[src/rtl/int8_mac_pkg.sv]
// Shared types for the INT8 MAC dot-product sequencer: FSM state,
// MAC pipeline latency and the per-channel requant parameter bundle.
package int8_mac_pkg;

   typedef enum logic [2:0] {
      IDLE  = 3'd0,
      PARAM = 3'd1,
      ISSUE = 3'd2,
      DRAIN = 3'd3,
      DONE  = 3'd4
   } state_e;

   // Last MAC beat to mac_Q3_valid. Completion is counted on results, so
   // this is informational for integrators and models.
   localparam int MAC_LATENCY = 7;

   localparam int PRM_MO_W = 32;

   // Requant parameters of one output channel, held for all K beats.
   typedef struct packed {
      logic [PRM_MO_W-1:0] m0;
      logic [5:0]          n;
      logic signed [31:0]  bias;
      logic signed [7:0]   zo;
   } prm_t;

endpackage

[src/rtl/int8_mac_dot_sequencer_if.sv]
// Memory, MAC and result-buffer bus of the dot-product sequencer.
// master = sequencer side, slave = SRAMs / MAC / result buffer side.
interface int8_mac_dot_sequencer_if #(
   parameter int MO_WIDTH = 32,
   parameter int K_W      = 12,
   parameter int CH_W     = 8,
   parameter int WA_W     = 20
);
   // activation / weight / param SRAM reads
   logic                act_re;
   logic [K_W-1:0]      act_addr;
   logic signed [7:0]   act_rdata;
   logic                wgt_re;
   logic [WA_W-1:0]     wgt_addr;
   logic signed [7:0]   wgt_rdata;
   logic                prm_re;
   logic [CH_W-1:0]     prm_addr;
   logic [MO_WIDTH-1:0] prm_M0;
   logic [5:0]          prm_n;
   logic signed [31:0]  prm_bias;
   logic signed [7:0]   prm_Zo;
   // MAC beat
   logic signed [7:0]   mac_Qa;
   logic signed [7:0]   mac_Qw;
   logic [7:0]          mac_Za;
   logic [7:0]          mac_Zw;
   logic                mac_En;
   logic [MO_WIDTH-1:0] mac_M0;
   logic signed [7:0]   mac_Zo;
   logic [5:0]          mac_n;
   logic signed [31:0]  mac_bias;
   logic                mac_clear;
   logic                mac_last;
   logic signed [7:0]   mac_Q3;
   logic                mac_Q3_valid;
   // result buffer write port
   logic                res_we;
   logic [CH_W-1:0]     res_addr;
   logic signed [7:0]   res_data;

   modport master (
      output act_re, act_addr, wgt_re, wgt_addr, prm_re, prm_addr,
      output mac_Qa, mac_Qw, mac_Za, mac_Zw, mac_En, mac_M0, mac_Zo,
      output mac_n, mac_bias, mac_clear, mac_last,
      output res_we, res_addr, res_data,
      input  act_rdata, wgt_rdata, prm_M0, prm_n, prm_bias, prm_Zo,
      input  mac_Q3, mac_Q3_valid
   );

   modport slave (
      input  act_re, act_addr, wgt_re, wgt_addr, prm_re, prm_addr,
      input  mac_Qa, mac_Qw, mac_Za, mac_Zw, mac_En, mac_M0, mac_Zo,
      input  mac_n, mac_bias, mac_clear, mac_last,
      input  res_we, res_addr, res_data,
      output act_rdata, wgt_rdata, prm_M0, prm_n, prm_bias, prm_Zo,
      output mac_Q3, mac_Q3_valid
   );
endinterface

[src/rtl/int8_mac_result_collector.sv]
// Counts MAC results and writes each one to the result buffer at the
// current count. Any valid result is written and counted, whatever the
// sequencer state; the count restarts on an accepted start.
module int8_mac_result_collector #(
   parameter int CH_W = 8
) (
   input  logic              CLK,
   input  logic              RST,
   input  logic              clr,
   input  logic              q3_valid,
   input  logic signed [7:0] q3,
   output logic              res_we,
   output logic [CH_W-1:0]   res_addr,
   output logic signed [7:0] res_data,
   output logic [CH_W-1:0]   cnt
);
   logic [CH_W-1:0] cnt_q, cnt_d;

   // next result index: clear on a new run, bump per valid result
   always_comb begin
      cnt_d = cnt_q;
      if (clr)
         cnt_d = '0;
      else if (q3_valid)
         cnt_d = cnt_q + CH_W'(1);
   end

   // result counter
   always_ff @(posedge CLK) begin
      if (RST) cnt_q <= '0;
      else     cnt_q <= cnt_d;
   end

   assign res_we   = q3_valid;
   assign res_addr = cnt_q;
   assign res_data = q3_valid ? q3 : 8'sd0;
   assign cnt      = cnt_q;

endmodule

[src/rtl/int8_mac_dot_sequencer.sv]
// Drives one pipelined INT8 MAC through N output-channel dot products of
// length K: per channel one param read, then K act/weight reads whose data
// forms the MAC beat one cycle later. Results are collected by count.
module int8_mac_dot_sequencer
   import int8_mac_pkg::*;
#(
   parameter int MO_WIDTH = 32,
   parameter int K_W      = 12,
   parameter int CH_W     = 8,
   parameter int WA_W     = 20
) (
   input  logic            CLK,
   input  logic            RST,
   input  logic            start,
   input  logic [K_W-1:0]  cfg_K,
   input  logic [CH_W-1:0] cfg_N,
   input  logic [7:0]      cfg_Za,
   input  logic [7:0]      cfg_Zw,
   output logic            busy,
   output logic            done,
   int8_mac_dot_sequencer_if.master bus
);
   state_e          state_q, state_d;
   logic [K_W-1:0]  k_q, k_d, len_q, len_d;
   logic [CH_W-1:0] ch_q, ch_d, nch_q, nch_d;
   logic [7:0]      za_q, za_d, zw_q, zw_d;
   logic [WA_W-1:0] base_q, base_d;
   prm_t            prm_q, prm_d;

   // registered outputs
   logic            busy_q, busy_d, done_q, done_d;
   logic            act_re_q, act_re_d, prm_re_q, prm_re_d;
   logic [K_W-1:0]  act_addr_q, act_addr_d;
   logic [WA_W-1:0] wgt_addr_q, wgt_addr_d;
   logic [CH_W-1:0] prm_addr_q, prm_addr_d;
   logic            en_q, en_d, clear_q, clear_d, last_q, last_d;

   logic            accept, k_last, ch_last;
   logic [CH_W-1:0] res_cnt;

   assign k_last  = (k_q == len_q - K_W'(1));
   assign ch_last = (ch_q == nch_q - CH_W'(1));

   // next state, counters, param capture and output decode
   always_comb begin
      state_d = state_q;
      k_d     = k_q;
      ch_d    = ch_q;
      base_d  = base_q;
      len_d   = len_q;
      nch_d   = nch_q;
      za_d    = za_q;
      zw_d    = zw_q;
      prm_d   = prm_q;
      accept  = 1'b0;

      unique case (state_q)
         IDLE: begin
            if (start) begin
               accept = 1'b1;
               len_d  = cfg_K;
               nch_d  = cfg_N;
               za_d   = cfg_Za;
               zw_d   = cfg_Zw;
               k_d    = '0;
               ch_d   = '0;
               base_d = '0;
               // empty layer: straight to DONE, no reads, no beats
               state_d = (cfg_K == '0 || cfg_N == '0) ? DONE : PARAM;
            end
         end
         PARAM: state_d = ISSUE;
         ISSUE: begin
            // param read data lands in the first issue cycle of a channel
            if (k_q == '0) begin
               prm_d.m0   = bus.prm_M0;
               prm_d.n    = bus.prm_n;
               prm_d.bias = bus.prm_bias;
               prm_d.zo   = bus.prm_Zo;
            end
            if (k_last) begin
               k_d = '0;
               if (ch_last) begin
                  state_d = DRAIN;
               end else begin
                  ch_d    = ch_q + CH_W'(1);
                  base_d  = base_q + WA_W'(len_q);
                  state_d = PARAM;
               end
            end else begin
               k_d = k_q + K_W'(1);
            end
         end
         DRAIN: if (res_cnt == nch_q) state_d = DONE;
         DONE:  state_d = IDLE;
         default: state_d = IDLE;
      endcase

      busy_d     = (state_d != IDLE);
      done_d     = (state_d == DONE);
      prm_re_d   = (state_d == PARAM);
      prm_addr_d = ch_d;
      act_re_d   = (state_d == ISSUE);
      act_addr_d = k_d;
      wgt_addr_d = base_d + WA_W'(k_d);
      // MAC beat trails the read issued this cycle (k_q is its index)
      en_d       = act_re_q;
      clear_d    = act_re_q && (k_q == '0);
      last_d     = act_re_q && k_last;
   end

   // FSM, counters and registered outputs
   always_ff @(posedge CLK) begin
      if (RST) begin
         state_q    <= IDLE;
         k_q        <= '0;
         ch_q       <= '0;
         base_q     <= '0;
         len_q      <= '0;
         nch_q      <= '0;
         za_q       <= '0;
         zw_q       <= '0;
         prm_q      <= '0;
         busy_q     <= 1'b0;
         done_q     <= 1'b0;
         prm_re_q   <= 1'b0;
         prm_addr_q <= '0;
         act_re_q   <= 1'b0;
         act_addr_q <= '0;
         wgt_addr_q <= '0;
         en_q       <= 1'b0;
         clear_q    <= 1'b0;
         last_q     <= 1'b0;
      end else begin
         state_q    <= state_d;
         k_q        <= k_d;
         ch_q       <= ch_d;
         base_q     <= base_d;
         len_q      <= len_d;
         nch_q      <= nch_d;
         za_q       <= za_d;
         zw_q       <= zw_d;
         prm_q      <= prm_d;
         busy_q     <= busy_d;
         done_q     <= done_d;
         prm_re_q   <= prm_re_d;
         prm_addr_q <= prm_addr_d;
         act_re_q   <= act_re_d;
         act_addr_q <= act_addr_d;
         wgt_addr_q <= wgt_addr_d;
         en_q       <= en_d;
         clear_q    <= clear_d;
         last_q     <= last_d;
      end
   end

   assign busy         = busy_q;
   assign done         = done_q;
   assign bus.prm_re   = prm_re_q;
   assign bus.prm_addr = prm_addr_q;
   assign bus.act_re   = act_re_q;
   assign bus.act_addr = act_addr_q;
   assign bus.wgt_re   = act_re_q;
   assign bus.wgt_addr = wgt_addr_q;

   assign bus.mac_Qa    = bus.act_rdata;
   assign bus.mac_Qw    = bus.wgt_rdata;
   assign bus.mac_Za    = za_q;
   assign bus.mac_Zw    = zw_q;
   assign bus.mac_En    = en_q;
   assign bus.mac_clear = clear_q;
   assign bus.mac_last  = last_q;
   assign bus.mac_M0    = prm_q.m0;
   assign bus.mac_n     = prm_q.n;
   assign bus.mac_bias  = prm_q.bias;
   assign bus.mac_Zo    = prm_q.zo;

   int8_mac_result_collector #(.CH_W(CH_W)) u_collect (
      .CLK      (CLK),
      .RST      (RST),
      .clr      (accept),
      .q3_valid (bus.mac_Q3_valid),
      .q3       (bus.mac_Q3),
      .res_we   (bus.res_we),
      .res_addr (bus.res_addr),
      .res_data (bus.res_data),
      .cnt      (res_cnt)
   );

endmodule

[src/flat_wrapper.sv]
// flat-port wrapper written by rule: the top's interface ports become plain ports
module int8_mac_dot_sequencer_flat import int8_mac_pkg::*;
#(
   parameter int MO_WIDTH = 32,
   parameter int K_W      = 12,
   parameter int CH_W     = 8,
   parameter int WA_W     = 20
)
  (CLK, RST, start, cfg_K, cfg_N, cfg_Za, cfg_Zw, busy, done, bus_act_re, bus_act_addr, bus_wgt_re, bus_wgt_addr, bus_prm_re, bus_prm_addr, bus_mac_Qa, bus_mac_Qw, bus_mac_Za, bus_mac_Zw, bus_mac_En, bus_mac_M0, bus_mac_Zo, bus_mac_n, bus_mac_bias, bus_mac_clear, bus_mac_last, bus_res_we, bus_res_addr, bus_res_data, bus_act_rdata, bus_wgt_rdata, bus_prm_M0, bus_prm_n, bus_prm_bias, bus_prm_Zo, bus_mac_Q3, bus_mac_Q3_valid);
  int8_mac_dot_sequencer_if #(.MO_WIDTH(MO_WIDTH), .K_W(K_W), .CH_W(CH_W), .WA_W(WA_W)) bus_i ();
  input  logic CLK;
  input  logic RST;
  input  logic start;
  input  logic [K_W-1:0] cfg_K;
  input  logic [CH_W-1:0] cfg_N;
  input  logic [7:0] cfg_Za;
  input  logic [7:0] cfg_Zw;
  output logic busy;
  output logic done;
  output wire logic [$bits(bus_i.act_re)-1:0] bus_act_re;
  output wire logic [$bits(bus_i.act_addr)-1:0] bus_act_addr;
  output wire logic [$bits(bus_i.wgt_re)-1:0] bus_wgt_re;
  output wire logic [$bits(bus_i.wgt_addr)-1:0] bus_wgt_addr;
  output wire logic [$bits(bus_i.prm_re)-1:0] bus_prm_re;
  output wire logic [$bits(bus_i.prm_addr)-1:0] bus_prm_addr;
  output wire logic [$bits(bus_i.mac_Qa)-1:0] bus_mac_Qa;
  output wire logic [$bits(bus_i.mac_Qw)-1:0] bus_mac_Qw;
  output wire logic [$bits(bus_i.mac_Za)-1:0] bus_mac_Za;
  output wire logic [$bits(bus_i.mac_Zw)-1:0] bus_mac_Zw;
  output wire logic [$bits(bus_i.mac_En)-1:0] bus_mac_En;
  output wire logic [$bits(bus_i.mac_M0)-1:0] bus_mac_M0;
  output wire logic [$bits(bus_i.mac_Zo)-1:0] bus_mac_Zo;
  output wire logic [$bits(bus_i.mac_n)-1:0] bus_mac_n;
  output wire logic [$bits(bus_i.mac_bias)-1:0] bus_mac_bias;
  output wire logic [$bits(bus_i.mac_clear)-1:0] bus_mac_clear;
  output wire logic [$bits(bus_i.mac_last)-1:0] bus_mac_last;
  output wire logic [$bits(bus_i.res_we)-1:0] bus_res_we;
  output wire logic [$bits(bus_i.res_addr)-1:0] bus_res_addr;
  output wire logic [$bits(bus_i.res_data)-1:0] bus_res_data;
  input wire logic [$bits(bus_i.act_rdata)-1:0] bus_act_rdata;
  input wire logic [$bits(bus_i.wgt_rdata)-1:0] bus_wgt_rdata;
  input wire logic [$bits(bus_i.prm_M0)-1:0] bus_prm_M0;
  input wire logic [$bits(bus_i.prm_n)-1:0] bus_prm_n;
  input wire logic [$bits(bus_i.prm_bias)-1:0] bus_prm_bias;
  input wire logic [$bits(bus_i.prm_Zo)-1:0] bus_prm_Zo;
  input wire logic [$bits(bus_i.mac_Q3)-1:0] bus_mac_Q3;
  input wire logic [$bits(bus_i.mac_Q3_valid)-1:0] bus_mac_Q3_valid;
  assign bus_act_re = bus_i.act_re;
  assign bus_act_addr = bus_i.act_addr;
  assign bus_wgt_re = bus_i.wgt_re;
  assign bus_wgt_addr = bus_i.wgt_addr;
  assign bus_prm_re = bus_i.prm_re;
  assign bus_prm_addr = bus_i.prm_addr;
  assign bus_mac_Qa = bus_i.mac_Qa;
  assign bus_mac_Qw = bus_i.mac_Qw;
  assign bus_mac_Za = bus_i.mac_Za;
  assign bus_mac_Zw = bus_i.mac_Zw;
  assign bus_mac_En = bus_i.mac_En;
  assign bus_mac_M0 = bus_i.mac_M0;
  assign bus_mac_Zo = bus_i.mac_Zo;
  assign bus_mac_n = bus_i.mac_n;
  assign bus_mac_bias = bus_i.mac_bias;
  assign bus_mac_clear = bus_i.mac_clear;
  assign bus_mac_last = bus_i.mac_last;
  assign bus_res_we = bus_i.res_we;
  assign bus_res_addr = bus_i.res_addr;
  assign bus_res_data = bus_i.res_data;
  assign bus_i.act_rdata = bus_act_rdata;
  assign bus_i.wgt_rdata = bus_wgt_rdata;
  assign bus_i.prm_M0 = bus_prm_M0;
  assign bus_i.prm_n = bus_prm_n;
  assign bus_i.prm_bias = bus_prm_bias;
  assign bus_i.prm_Zo = bus_prm_Zo;
  assign bus_i.mac_Q3 = bus_mac_Q3;
  assign bus_i.mac_Q3_valid = bus_mac_Q3_valid;
  int8_mac_dot_sequencer #(.MO_WIDTH(MO_WIDTH), .K_W(K_W), .CH_W(CH_W), .WA_W(WA_W)) u_core (.CLK(CLK), .RST(RST), .start(start), .cfg_K(cfg_K), .cfg_N(cfg_N), .cfg_Za(cfg_Za), .cfg_Zw(cfg_Zw), .busy(busy), .done(done), .bus(bus_i));
endmodule
[config.mk]
export PLATFORM = sky130hd
export DESIGN_NAME = int8_mac_dot_sequencer_flat
export DESIGN_NICKNAME = d
export VERILOG_FILES = /design/src/rtl/int8_mac_pkg.sv /design/src/rtl/int8_mac_dot_sequencer_if.sv /design/src/rtl/int8_mac_result_collector.sv /design/src/rtl/int8_mac_dot_sequencer.sv /design/src/flat_wrapper.sv
export SDC_FILE = /design/constraint.sdc
export NUM_CORES = 1
export LEC_CHECK = 0
export ABC_AREA = 1
export BUFFER_PORTS_ARGS = -buffer_cell sky130_fd_sc_hd__buf_4
export CORE_ASPECT_RATIO = 1.5
export CORE_MARGIN = 4
export CORE_UTILIZATION = 25
export CTS_CLUSTER_DIAMETER = 200
export DETAILED_ROUTE_END_ITERATION = 6
export PLACE_DENSITY = 0.44
export SETUP_SLACK_MARGIN = 0.1
export SLEW_MARGIN = 0
export SYNTH_ARGS = -nofsm -noshare
export SYNTH_HDL_FRONTEND = slang
export SYNTH_SLANG_ARGS = --single-unit
[constraint.sdc]
create_clock -name CLK -period 4 [get_ports CLK]
set_input_delay 0.4 -clock CLK [delete_from_list [all_inputs] [get_ports CLK]]
set_output_delay 0.4 -clock CLK [all_outputs]
set_load 0.02 [all_outputs]
======== After elaboration in Yosys (flattened, before gate mapping) ========
Index checks and enable logic that the tools add are counted.
storage, ports and cells
  register bits ........................... 192
  input bits .............................. 142
  output and inout bits ................... 175
  logic and storage cells ................. 73
cells by class
  $add $sub $neg .......................... 7
  equality and inequality tests ........... 12
  multiplexer cells ....................... 20
  reduce and logical (&&, ||, !) cells .... 13
operators by type and width
  cell                                                 count
  two-way mux 20 bit                                   3
  adder 20 x 12 -> 20 bit                              2
  one-hot mux 20 bit (2 select lines)                  1
  two-way mux 8 bit                                    4
  logical NOT 12 bit                                   2
  two-way mux 12 bit                                   2
  one-hot mux 12 bit (2 select lines)                  1
  adder 8 x 1 -> 8 bit (second input constant)         2
  == test 8 bit                                        2
  one-hot mux 8 bit (2 select lines)                   1
  adder 12 x 1 -> 12 bit (second input constant)       1
  == test 12 bit                                       1
  two-way mux 3 bit                                    4
  one-hot mux 3 bit (4 select lines)                   1
  subtractor 12 x 1 -> 12 bit (second input constant)  1
  == test 3 x 2 -> 1 bit (second input constant)       3
  logical NOT 8 bit                                    1
  subtractor 8 x 1 -> 8 bit (second input constant)    1
  == test 3 x 1 -> 1 bit (second input constant)       2
  inequality test 2 bit (second input constant)        2
  AND reduction 2 bit                                  2
  AND reduction 4 bit                                  1
  == test 3 bit (second input constant)                1
  logical NOT 3 bit                                    1
  8 further kinds                                      10

======== Depth between registers and ports, before layout ========
Gate-level depths: netlist of run 1.
  depth in word-level cells ............... 6
  depth in mapped cells ................... 30
  mapped depth without buffers ............ 29

======== Modules after synthesis ========
Synthesis of run 1 repeated with hierarchy kept, for this count alone.
second synthesis, totals
  cell total of the unflattened synthesis .. 1501
  area total of the unflattened synthesis .. 10162.2 um2
by module, submodules not included
  module                     times used  cells each  area each (um2)  sequential area each (um2)
  int8_mac_dot_sequencer     1           1425        9676.8           3683.5
  int8_mac_result_collector  1           76          485.5            160.2

======== Least setup slack after synthesis of run 1 ========
No wires, ideal clock.
  path kind ............................... register to register
  start point ............................. register u_core.len_q[1]
  end point ............................... register u_core.wgt_addr_q[17], in the netlist u_core.bus.wgt_addr[17]
  setup time .............................. 0.116 ns
  arrival time ............................ 3.569 ns
  required time ........................... 3.884 ns
  slack ................................... 0.315 ns
  stages on the path, launching flop included .. 24
  buffers on the path ..................... 1
  clock period less this slack ............ 3.685 ns
  cell sequence ........................... dfxtp_1 -> inv_1 -> ha_1 -> nand2_2 -> nand2_1 -> xor2_1 -> nor3_2 -> nand3_2 -> nor2_8 -> nor2_1 -> buf_2 -> nand3_1 -> nand2_1 -> ha_1 -> a21o_1 -> a31oi_1 -> o21ai_0 -> a21oi_1 -> o21ai_0 -> nand3_2 -> nand2_4 -> nand2_2 -> o21ai_1 -> nand2_1
between the ends
  cells in the longest elaborated chain, start to end .. 5
  elaborated cells between the ends (all ways) .. 9
  those cells by class .................... add/sub (3); eq/ne (1); mux (5)
RTL lines
  element                              RTL line                       source
  start: declaration                   int8_mac_dot_sequencer.sv:24   logic [K_W-1:0] k_q, k_d, len_q, len_d;
  start signal: assignment             int8_mac_dot_sequencer.sv:139  len_q <= len_d;
  subtractor 12 x 1 -> 12 bit          int8_mac_dot_sequencer.sv:41   assign k_last = (k_q == len_q - K_W'(1));
  == test 12 bit                       int8_mac_dot_sequencer.sv:41
  two-way mux 12 bit                   int8_mac_dot_sequencer.sv:81   if (k_last) begin
  one-hot mux 12 bit (2 select lines)  int8_mac_dot_sequencer.sv:57   unique case (state_q)
  named net u_core.act_addr_d[2]       int8_mac_dot_sequencer.sv:33   logic [K_W-1:0] act_addr_q, act_addr_d;
  adder 20 x 12 -> 20 bit              int8_mac_dot_sequencer.sv:105  wgt_addr_d = base_d + WA_W'(k_d);
  end signal: assignment               int8_mac_dot_sequencer.sv:150  wgt_addr_q <= wgt_addr_d;
  end: declaration                     int8_mac_dot_sequencer.sv:34   logic [WA_W-1:0] wgt_addr_q, wgt_addr_d;
The timed path passes the listed nets, and every way through them passes these cells.
A chain may end at the register's enable or synchronous reset.

======== Worst setup path in the final report of run 1 ========
  start point ............................. register u_core.len_q[1]
  end point ............................... register u_core.wgt_addr_q[10], in the netlist u_core.bus.wgt_addr[10]
Same word-level chain as after synthesis.

==> results of run 1 <==
[cell usage after synthesis (3+ instances only)]
library cell / instances / area, um^2
nor4_1: 5 / 31.28
nor2_2: 6 / 37.54
xnor2_1: 17 / 148.9
ha_1: 30 / 375.4
clkbuf_1: 48 / 180.2
dfxtp_1: 192 / 3844
or2_2: 3 / 18.77
and2_1: 4 / 25.02
o21a_1: 4 / 30.03
buf_4: 18 / 135.1
nand4_1: 24 / 150.1
nor2_1: 96 / 360.4
buf_2: 3 / 15.01
nand2_1: 346 / 1299
inv_2: 16 / 60.06
nand3_2: 8 / 80.08
nand3_1: 64 / 320.3
o21ai_0: 137 / 685.7
nor2_4: 6 / 67.56
a21o_1: 3 / 22.52
a21oi_1: 182 / 910.9
nand2_2: 14 / 87.58
and3_1: 3 / 18.77
xor2_1: 28 / 245.2
inv_1: 209 / 784.5
nor3_1: 15 / 75.07
nand3b_1: 3 / 22.52
o211ai_1: 5 / 37.54
[cell type report]
cell class              instances  area share [%]
well taps                     506           4.547
flip-flops and latches        192           27.64
inverters                     227           6.138
repair buffers                339           18.28
clock buffers                  17           3.055
clock inverters                15           1.186
multi-input cells            1024           39.15
[power by group through the flow]
stage | clock network, mW | registers (mW) | logic, mW
after floorplan | 0 | 2.32 | 0.606
after global placement | 0 | 2.19 | 1.25
after detailed placement | 0 | 2.19 | 1.26
after CTS | 1.81 | 2.15 | 1.26
after global routing | 1.87 | 2.17 | 1.40
final | 1.74 | 2.15 | 1.27
[worst reg2reg max path: stages, from the launching register on]
cell     delay, ns
dfxtp_2       0.33
inv_1         0.06
ha_4          0.27
or2_2         0.09
nand4_1       0.15
buf_4         0.19
nor3_2        0.26
nand3_2       0.16
nor2_8        0.11
nor2_1        0.08
nor2_1        0.19
nor2_1        0.09
ha_1          0.25
fa_1          0.42
nand3_1       0.10
nand2_2       0.09
a21oi_1       0.13
inv_1         0.06
nand2_1       0.05
inv_1         0.05
o21ai_1       0.12
nand2_1       0.08
o21ai_0       0.14
a21oi_1       0.07
[final timing paths]
path | start | endpoint | slack (ns) | cells after the start
setup / recovery | u_core.len_q[1] | u_core.bus.wgt_addr[10] | 0.36 | 23
hold / removal | cfg_Za[1] | u_core.bus.mac_Za[1] | 0.19 | 3
setup reg to reg | u_core.len_q[1] | u_core.bus.wgt_addr[10] | 0.36 | 23
hold reg to reg | u_core.bus.mac_bias[28] | u_core.bus.mac_bias[28] | 0.45 | 2
[metal layers]
layer,GRT usage [%],up-vias,wire (um)
met5,0,-,0
met3,4.214,59,2153
met1,16.99,4826,14070
met2,32.30,269,20420
met4,6.736,0,1484
li1,-,5426,-
[what timing repair did]
item	CTS	global route
setup buffers	0	3
resized for setup	2	40
gates cloned	0	0
pin swaps	0	7
setup endpoints to repair	2	14
endpoints found under the hold margin	0	0
[logic make-up after synthesis]
logic type / share of synthesized area [%]
AOI/OAI and AO/OA: 17.08
xor gates and xnor gates: 3.816
adders and majority gates: 4.022
buffers and inverters: 11.67
DFF: 37.21
muxes: 0.09691
and+or+nand+nor: 26.11
[per-stage QoR]
step                      utilization [%]  setup slack, ns  instances
after CTS                           33.87           0.1115       2317
after floorplan                         -           0.3152       1515
after detailed placement            32.41          0.04901       2285
after global routing                34.35          0.07561       2320
final                               34.35           0.3558       2320
after global placement              32.41          0.08214       2285
[sequential cells by signal, indices dropped and copies added, names as in the netlist, 6 cells and up]
register and cells:
u_core.len_q 12, u_core.bus.act_addr 12, u_core.bus.mac_M0 32, u_core.bus.mac_Zo 8, u_core.bus.prm_addr 8, u_core.bus.mac_Zw 8
u_core.bus.mac_n 6, u_core.base_q 20, u_core.bus.mac_Za 8, u_core.bus.wgt_addr 20, u_core.bus.mac_bias 32, u_core.nch_q 8
u_core.u_collect.cnt 8
==> flow_summary.toml, run 1 <==
[clocking]
cts_tree = "done"
cts_buffer_depth = 2
clock-sinks = 192
cts_buffers = 17
clock_latency_ns = 0.46
ctsHtreeMaxLevel = 4
cts_hold_buf = 0
clkSlewWorstSetupHoldPaths_ns = 0.09
clock-root-buffer = "clkbuf_16"

[synth]
syn-cell-area_um2 = 10330
synth.avg_cell_area_um2 = 6.818
yosys_warnings = 0
synth_edf_count = 0
ys_async_sr_fraction_pct = 0
ys_seq_area_share_pct = 37.21
synth_ff_type = "dfxtp_1"
ys_ff_latch = 192
syn_inst = 1515
synth.distinct_cells = 50
synth_fp_nets = 1689

[cells_and_area]
layout.cells.most_common = "nand2_1"
syn_to_final_growth_pct = 34.80
register_area_um2 = 3849
postLayoutCellArea_um2 = 13920
nets = 1975
fillerInstances = 4447
multi_input_area_um2 = 5451
drive_above_1_share_pct = 25.30
final_cell_mix = "nand2_1, buf_4, inv_1"
antenna_cells = 0

[sta]
period_share_pct = 91.10
rsz0062_at_grt = "true"
period_needed_ns = 3.644
whs_ns = 0.1917
fmax_mhz = 274.4
worst_pin_slew_ns = 0.8763
tns_ns = 0
finClkSkew_ns = 0.01662
drv_slew = 0
max-slew-margin-rel_pct = 41.37
hold_viol = 0
final-setup-viol-count = 0

[power]
ir_drop_uv = 217.8
power.leakage_nw = 6.557
p_seq_share_pct = 41.7
clockPowerShare_pct = 33.7
p_switching_mw = 1.777
comb_power_share_pct = 24.6
p_int_mw = 3.377
finalPower_mw = 5.154
power.density_nw_per_um2 = 370.1
switching_share_pct = 34.48

[detailed_routing]
vias = 10580
dr.pass1.iters = 5
wl_um = 38120
ant_nets = 0
routedWlPerCell_um = 16.43
drtIter0Drc = 518
remaining_drc_errors = 0
vias_per_cell = 4.560

[global_routing]
grt_max_degree = 88
grt_pass1_wl_um = 59240
antenna_found_initial = 0
grt_overflow = 0
grt_pass1_vias = 10670
globalRouteTotalUtil_pct = 16.74

[die]
die-area_um2 = 44700
row_count = 90
boundaryPins = 317
die_y_um = 256.9
core_um2 = 40540
die_width_um = 174.0
initial_core_util_pct = 25.48

[setup_path]
path_max_fanout = 4
startpoint_type = "flop"
critPathKind = "flop to flop"
crit_path_max_incr_delay_ns = 0.42
required_ns = 4.33
worst-path-buf-inv = 4
arrival_ns = 3.98
endpoint_kind = "flop"
slowest_stage = "fa_1"
path_cells = "inv_1, ha_4, or2_2, nand4_1, buf_4, nor3_2, nand3_2, nor2_8, nor2_1, nor2_1, nor2_1, ha_1, fa_1, nand3_1, nand2_2, a21oi_1, inv_1, nand2_1, inv_1, o21ai_1, nand2_1, o21ai_0, a21oi_1"
path_delay_family = "simple AND/OR/NAND/NOR gates"

[place]
gp_congestion = 0.8572
dpl_cell_area_um2 = 13140
place_hpwl_um = 30490
numPortBuffers = 284

[status]
outcome = "completed"

[flow_run]
cap_violations = 0

[worst_hold_path]
hold_class = "input port to flop"
Note: power is estimated with default switching activity, not from simulation.
==> run 2: changes to the inputs <==
--- a/config.mk
+++ b/config.mk
@@ -12,6 +12,7 @@
 export CORE_UTILIZATION = 25
 export CTS_CLUSTER_DIAMETER = 200
 export DETAILED_ROUTE_END_ITERATION = 6
+export MAX_ROUTING_LAYER = met4
 export PLACE_DENSITY = 0.44
 export SETUP_SLACK_MARGIN = 0.1
 export SLEW_MARGIN = 0
==> run 2 against run 1 <==
Compared with the run above: wire length grew 1.3%; non-clock buffer count rose by 9; total power grew 2.9%; die area unchanged; critical path depth rose by 3; global-route usage increased by 0.64 points; via count down 0.25%; clock skew fell by 0.0045 ns; worst setup slack better by 0.086 ns; final cell count grew 0.39%; clock-buffer cell count grew 1; highest routed layer unchanged.
==> flow_summary.toml, run 2 (synthesis results as in run 1) <==
[power]
p_switching_mw = 1.777
p_int_mw = 3.526
power.density_nw_per_um2 = 375.4
power.leakage_nw = 6.612
switching_share_pct = 33.51
comb_power_share_pct = 24.3
clockPowerShare_pct = 35.1
ir_drop_uv = 308.6
p_seq_share_pct = 40.7

[detailed_routing]
remaining_drc_errors = 0
dr.pass1.iters = 5
drtIter0Drc = 579
routedWlPerCell_um = 16.58
vias_per_cell = 4.532
vias = 10550
wl_um = 38620
ant_nets = 0

[place]
numPortBuffers = 284
post-place-ws_ns = 0.09624
gp_congestion = 0.8767
place_hpwl_um = 31060

[sta]
drv_slew = 0
period_share_pct = 88.95
worst_pin_slew_ns = 0.8092
max-slew-margin-rel_pct = 46.05
finClkSkew_ns = 0.01211
fmax_mhz = 281.0
rsz0062_at_grt = "false"
setup_slack_ns = 0.4418
final-setup-viol-count = 0
tns_ns = 0
hold_viol = 0
period_needed_ns = 3.558
whs_ns = 0.1992

[setup_path]
crit_top_cell = "nand2_1"
crit_path_max_incr_delay_ns = 0.40
slowest_stage = "ha_1"
rrSetupSlack_ns = 0.44
arrival_ns = 3.91
required_ns = 4.35
endpoint_kind = "flop"
path_max_fanout = 9
critPathKind = "flop to flop"
startpoint_type = "flop"

[die]
die-area_um2 = 44700
initial_core_util_pct = 25.48
die_width_um = 174.0
core_um2 = 40540
boundaryPins = 317
row_count = 90
die_y_um = 256.9

[global_routing]
grt_pass1_wl_um = 59350
grt_pass1_vias = 10700
grt_overflow = 0
grt_max_degree = 80
antenna_found_initial = 0
globalRouteTotalUtil_pct = 17.38

[worst_hold_path]
hold_class = "input port to flop"

[cells_and_area]
nets = 1984
drive_above_1_share_pct = 26.22
antenna_cells = 0
final_cell_mix = "buf_4, nand2_1, inv_1"
layout.cells.most_common = "buf_4"
syn_to_final_growth_pct = 36.77

[clocking]
clock-root-buffer = "clkbuf_16"
ctsHtreeMaxLevel = 4
clock-sinks = 192
cts_tree = "done"
cts_hold_buf = 0
cts_buffers = 17
clock_latency_ns = 0.45
cts_buffer_depth = 2
clkSlewWorstSetupHoldPaths_ns = 0.08

[status]
outcome = "completed"

[flow_run]
cap_violations = 0
==> run 2: metal layers <==
layer  track usage, %  vias up  routed length (um)
met3            3.730       58                1982
met4            7.902        0                1646
met1            17.24     4800               14300
li1                 -     5432                   -
met5                -        -                   0
met2            32.33      264               20690
==> run 2: per-stage QoR <==
stage / power, mW / instances / area [um^2] / utilization [%]
2_1_floorplan: 2.928 / 1515 / 10330 / -
3_3_place_gp: 3.464 / 2291 / 13210 / 32.59
3_5_place_dp: 3.471 / 2291 / 13210 / 32.59
4_1_cts: 5.365 / 2323 / 13840 / 34.14
5_1_grt: 5.593 / 2329 / 14130 / 34.85
6_report: 5.303 / 2329 / 14130 / 34.85
==> run 2: path summary, 6_finish.rpt <==
kind,startpoint,to,cells after the start
min reg2reg,u_core.bus.mac_Zo[2],u_core.bus.mac_Zo[2],2
max,u_core.len_q[5],u_core.bus.wgt_addr[18],26
min,cfg_Zw[3],u_core.bus.mac_Zw[3],3
max reg2reg,u_core.len_q[5],u_core.bus.wgt_addr[18],26
==> run 2: power groups by stage <==
stage	combinational (mW)	clock, mW	sequential, mW
global placement	1.27	0	2.19
finish	1.29	1.86	2.16
detailed placement	1.27	0	2.20
CTS	1.28	1.93	2.16
floorplan	0.606	0	2.32
global route	1.43	1.99	2.18
==> run 2: timing repair <==
item	CTS	global route
resized for setup	1	61
buffers inserted	0	6
setup endpoints to repair	3	14
pin swaps	0	23
==> run 2: final cells by class <==
type                       instances  area [um^2]
fill                            4454        26410
clock buffer                      18        439.2
timing repair buffer             348         2641
sequential                       192         3849
inverter                         227        857.1
multi-input combinational       1024         5515
tap                              506        633.1
clock inverter                    14        191.4
==> run 2: worst max-delay path, delay by kind of cell, from the launching register on <==
family,cells,cell delay (ns)
buffers and inverters,5,0.51
DFF,1,0.34
AOI/OAI and AO/OA,2,0.23
adders and majority gates,1,0.40
and+or+nand+nor,18,1.97
==> run 3: changes to the inputs <==
--- a/config.mk
+++ b/config.mk
@@ -8,9 +8,9 @@
 export ABC_AREA = 1
 export BUFFER_PORTS_ARGS = -buffer_cell sky130_fd_sc_hd__buf_4
 export CORE_ASPECT_RATIO = 1.5
-export CORE_MARGIN = 4
+export CORE_MARGIN = 1
 export CORE_UTILIZATION = 25
-export CTS_CLUSTER_DIAMETER = 200
+export CTS_CLUSTER_DIAMETER = 40
 export DETAILED_ROUTE_END_ITERATION = 6
 export MAX_ROUTING_LAYER = met4
 export PLACE_DENSITY = 0.44
==> constraint.sdc (replaced) <==
create_clock -name CLK -period 3.62 [get_ports CLK]
set_input_delay 0.362 -clock CLK [delete_from_list [all_inputs] [get_ports CLK]]
set_output_delay 0.362 -clock CLK [all_outputs]
set_load 0.02 [all_outputs]
==> run 3 against run 2 <==
Compared with the run above: sequential power is 10% higher; core utilization is 1.4 points higher; clock-buffer cell count is 1 lower; die area is 5.7% lower; wire length is 3.5% lower; global-route usage is 0.98 points higher; clock skew is 0.0046 ns higher; non-clock buffer count is 54 higher; hold slack worse by 0.052 ns.
==> flow_summary.toml, run 3 (synthesis results as in run 1) <==
[status]
outcome = "completed"

[clocking]
clock-sinks = 192
clkSlewWorstSetupHoldPaths_ns = 0.09
cts_buffer_depth = 2
clock_latency_ns = 0.46
cts_buffers = 17
cts_tree = "done"
cts_hold_buf = 0
clock-root-buffer = "clkbuf_16"
ctsHtreeMaxLevel = 4

[cells_and_area]
postLayoutCellArea_um2 = 14660
nets = 2038
layout.cells.most_common = "buf_4"
drive_above_1_share_pct = 30.33
final_core_util_pct = 36.25
final_cell_mix = "buf_4, nand2_1, inv_1"
syn_to_final_growth_pct = 41.89
antenna_cells = 0

[power]
switching_share_pct = 34.27
p_seq_share_pct = 41.2
p_int_mw = 3.795
power.density_nw_per_um2 = 394.0
ir_drop_uv = 217.5
p_switching_mw = 1.979
finalPower_mw = 5.774
comb_power_share_pct = 25.8
power.leakage_nw = 6.880
clockPowerShare_pct = 33.0

[detailed_routing]
ant_nets = 0
vias_per_cell = 4.479
dr.pass1.iters = 5
routedWlPerCell_um = 15.64
remaining_drc_errors = 0
drtIter0Drc = 408
vias = 10670
wl_um = 37260

[setup_path]
required_ns = 4.00
endpoint_kind = "flop"
startpoint_type = "flop"
timing.rr.end = "u_core.bus.wgt_addr[13]"
r2r_start = "u_core.len_q[0]"
path_max_fanout = 7
critPathKind = "flop to flop"
rrSetupSlack_ns = 0.08
arrival_ns = 3.93
rr_worst_depth = 23

[global_routing]
antenna_found_initial = 0
grt_pass1_wl_um = 57170
grt_max_degree = 157
globalRouteTotalUtil_pct = 18.36
grt_pass1_vias = 10480
grt_overflow = 0

[sta]
drv_slew = 0
period_needed_ns = 3.544
period_share_pct = 97.91
worst_pin_slew_ns = 0.7231
whs_ns = 0.1470
fmax_mhz = 282.1
hold_viol = 0
tns_ns = 0
finClkSkew_ns = 0.01669
max-slew-margin-rel_pct = 51.72
final-setup-viol-count = 0
rsz0062_at_grt = "true"

[die]
row_count = 90
core_um2 = 40430
die_y_um = 250.9
die_width_um = 168.0
initial_core_util_pct = 25.55
boundaryPins = 317
die-area_um2 = 42150

[worst_hold_path]
hp-start = "cfg_Za[4]"
hold_end = "u_core.bus.mac_Za[4]"
hold_class = "input port to flop"
hold_depth = 3

[place]
dpl_cell_area_um2 = 13590
numPortBuffers = 284
gp_congestion = 0.8766
place_hpwl_um = 29580

[flow_run]
cap_violations = 0
## run 3: changes by cell type in the layout (fill, tap and decap cells not counted), moves of 6 or more
cell / change
a21oi_1: -8
buf_4: +51
nor2_1: -9
nand3_2: +6
nor2_2: +7
a21oi_2: +8
o21ai_2: +7
## run 3: through the flow
| step | std cells | worst slack [ns] |
|---|---|---|
| 4_1_cts | 2376 | 0.01747 |
| 5_1_grt | 2382 | -0.1806 |
| 2_1_floorplan | 1515 | 0.09740 |
| 6_report | 2382 | 0.07556 |
| 3_5_place_dp | 2340 | -0.2289 |
| 3_3_place_gp | 2340 | -0.1652 |
## run 3: worst max-delay path, stage by stage (launching register included)
cell     delay (ns)
dfxtp_2        0.33
inv_2          0.07
ha_4           0.17
nand2_2        0.07
nor2_2         0.18
xnor2_1        0.18
nand2_1        0.15
nor4_4         0.33
nand3_2        0.18
inv_4          0.12
nor2_2         0.03
nor2_1         0.08
o21ai_1        0.08
nand2_1        0.11
ha_4           0.21
a21o_1         0.18
a31oi_4        0.18
o21ai_2        0.09
a21oi_2        0.20
o21ai_2        0.09
nand3_2        0.10
nand2_4        0.10
buf_4          0.15
o21ai_2        0.11
## run 3: timing repair
| action | 4_1_cts | 5_1_grt |
|---|---|---|
| setup buffers | 5 | 6 |
| setup endpoints to repair | 13 | 15 |
| pin swaps | 9 | 20 |
| resized for setup | 56 | 47 |
## run 3: cell type report
cell class,instances,area (um^2)
Tap cell,506,633.1
Clock inverter,14,141.4
Inverter,227,857.1
Timing Repair Buffer,402,3067
Sequential cell,192,3850
Fill cell,4331,25770
Multi-Input combinational cell,1024,5682
Clock buffer,17,425.4
## run 3: layer usage
metal	part of all wire (%)	track usage (%)	routed length, um	vias to the layer above
li1	-	-	-	5539
met4	3.9	8.624	1449	0
met1	37	17.63	13870	4818
met2	54	34.45	20030	263
met5	0	-	0	-
met3	5.1	4.109	1908	49
## run 3: power groups by stage
stage,Combinational [mW],Sequential (mW),Clock (mW)
global placement,1.45,2.42,0
finish,1.49,2.38,1.91
detailed placement,1.45,2.42,0
floorplan,0.669,2.57,0
CTS,1.49,2.38,1.98
global route,1.64,2.40,2.05
## run 3: worst max path at each step
stage	from	to	slack (ns)	cells after the start
finish	u_core.len_q[0]	u_core.bus.wgt_addr[13]	0.08	23
global route	u_core.len_q[1]	u_core.bus.wgt_addr[15]	-0.18	24
CTS	u_core.len_q[0]	u_core.bus.wgt_addr[19]	0.02	25
detailed placement	u_core.len_q[1]	u_core.bus.wgt_addr[19]	-0.23	28
global placement	u_core.len_q[6]	u_core.bus.wgt_addr[19]	-0.17	24
floorplan	u_core.len_q[0]	u_core.bus.wgt_addr[10]	0.1	26
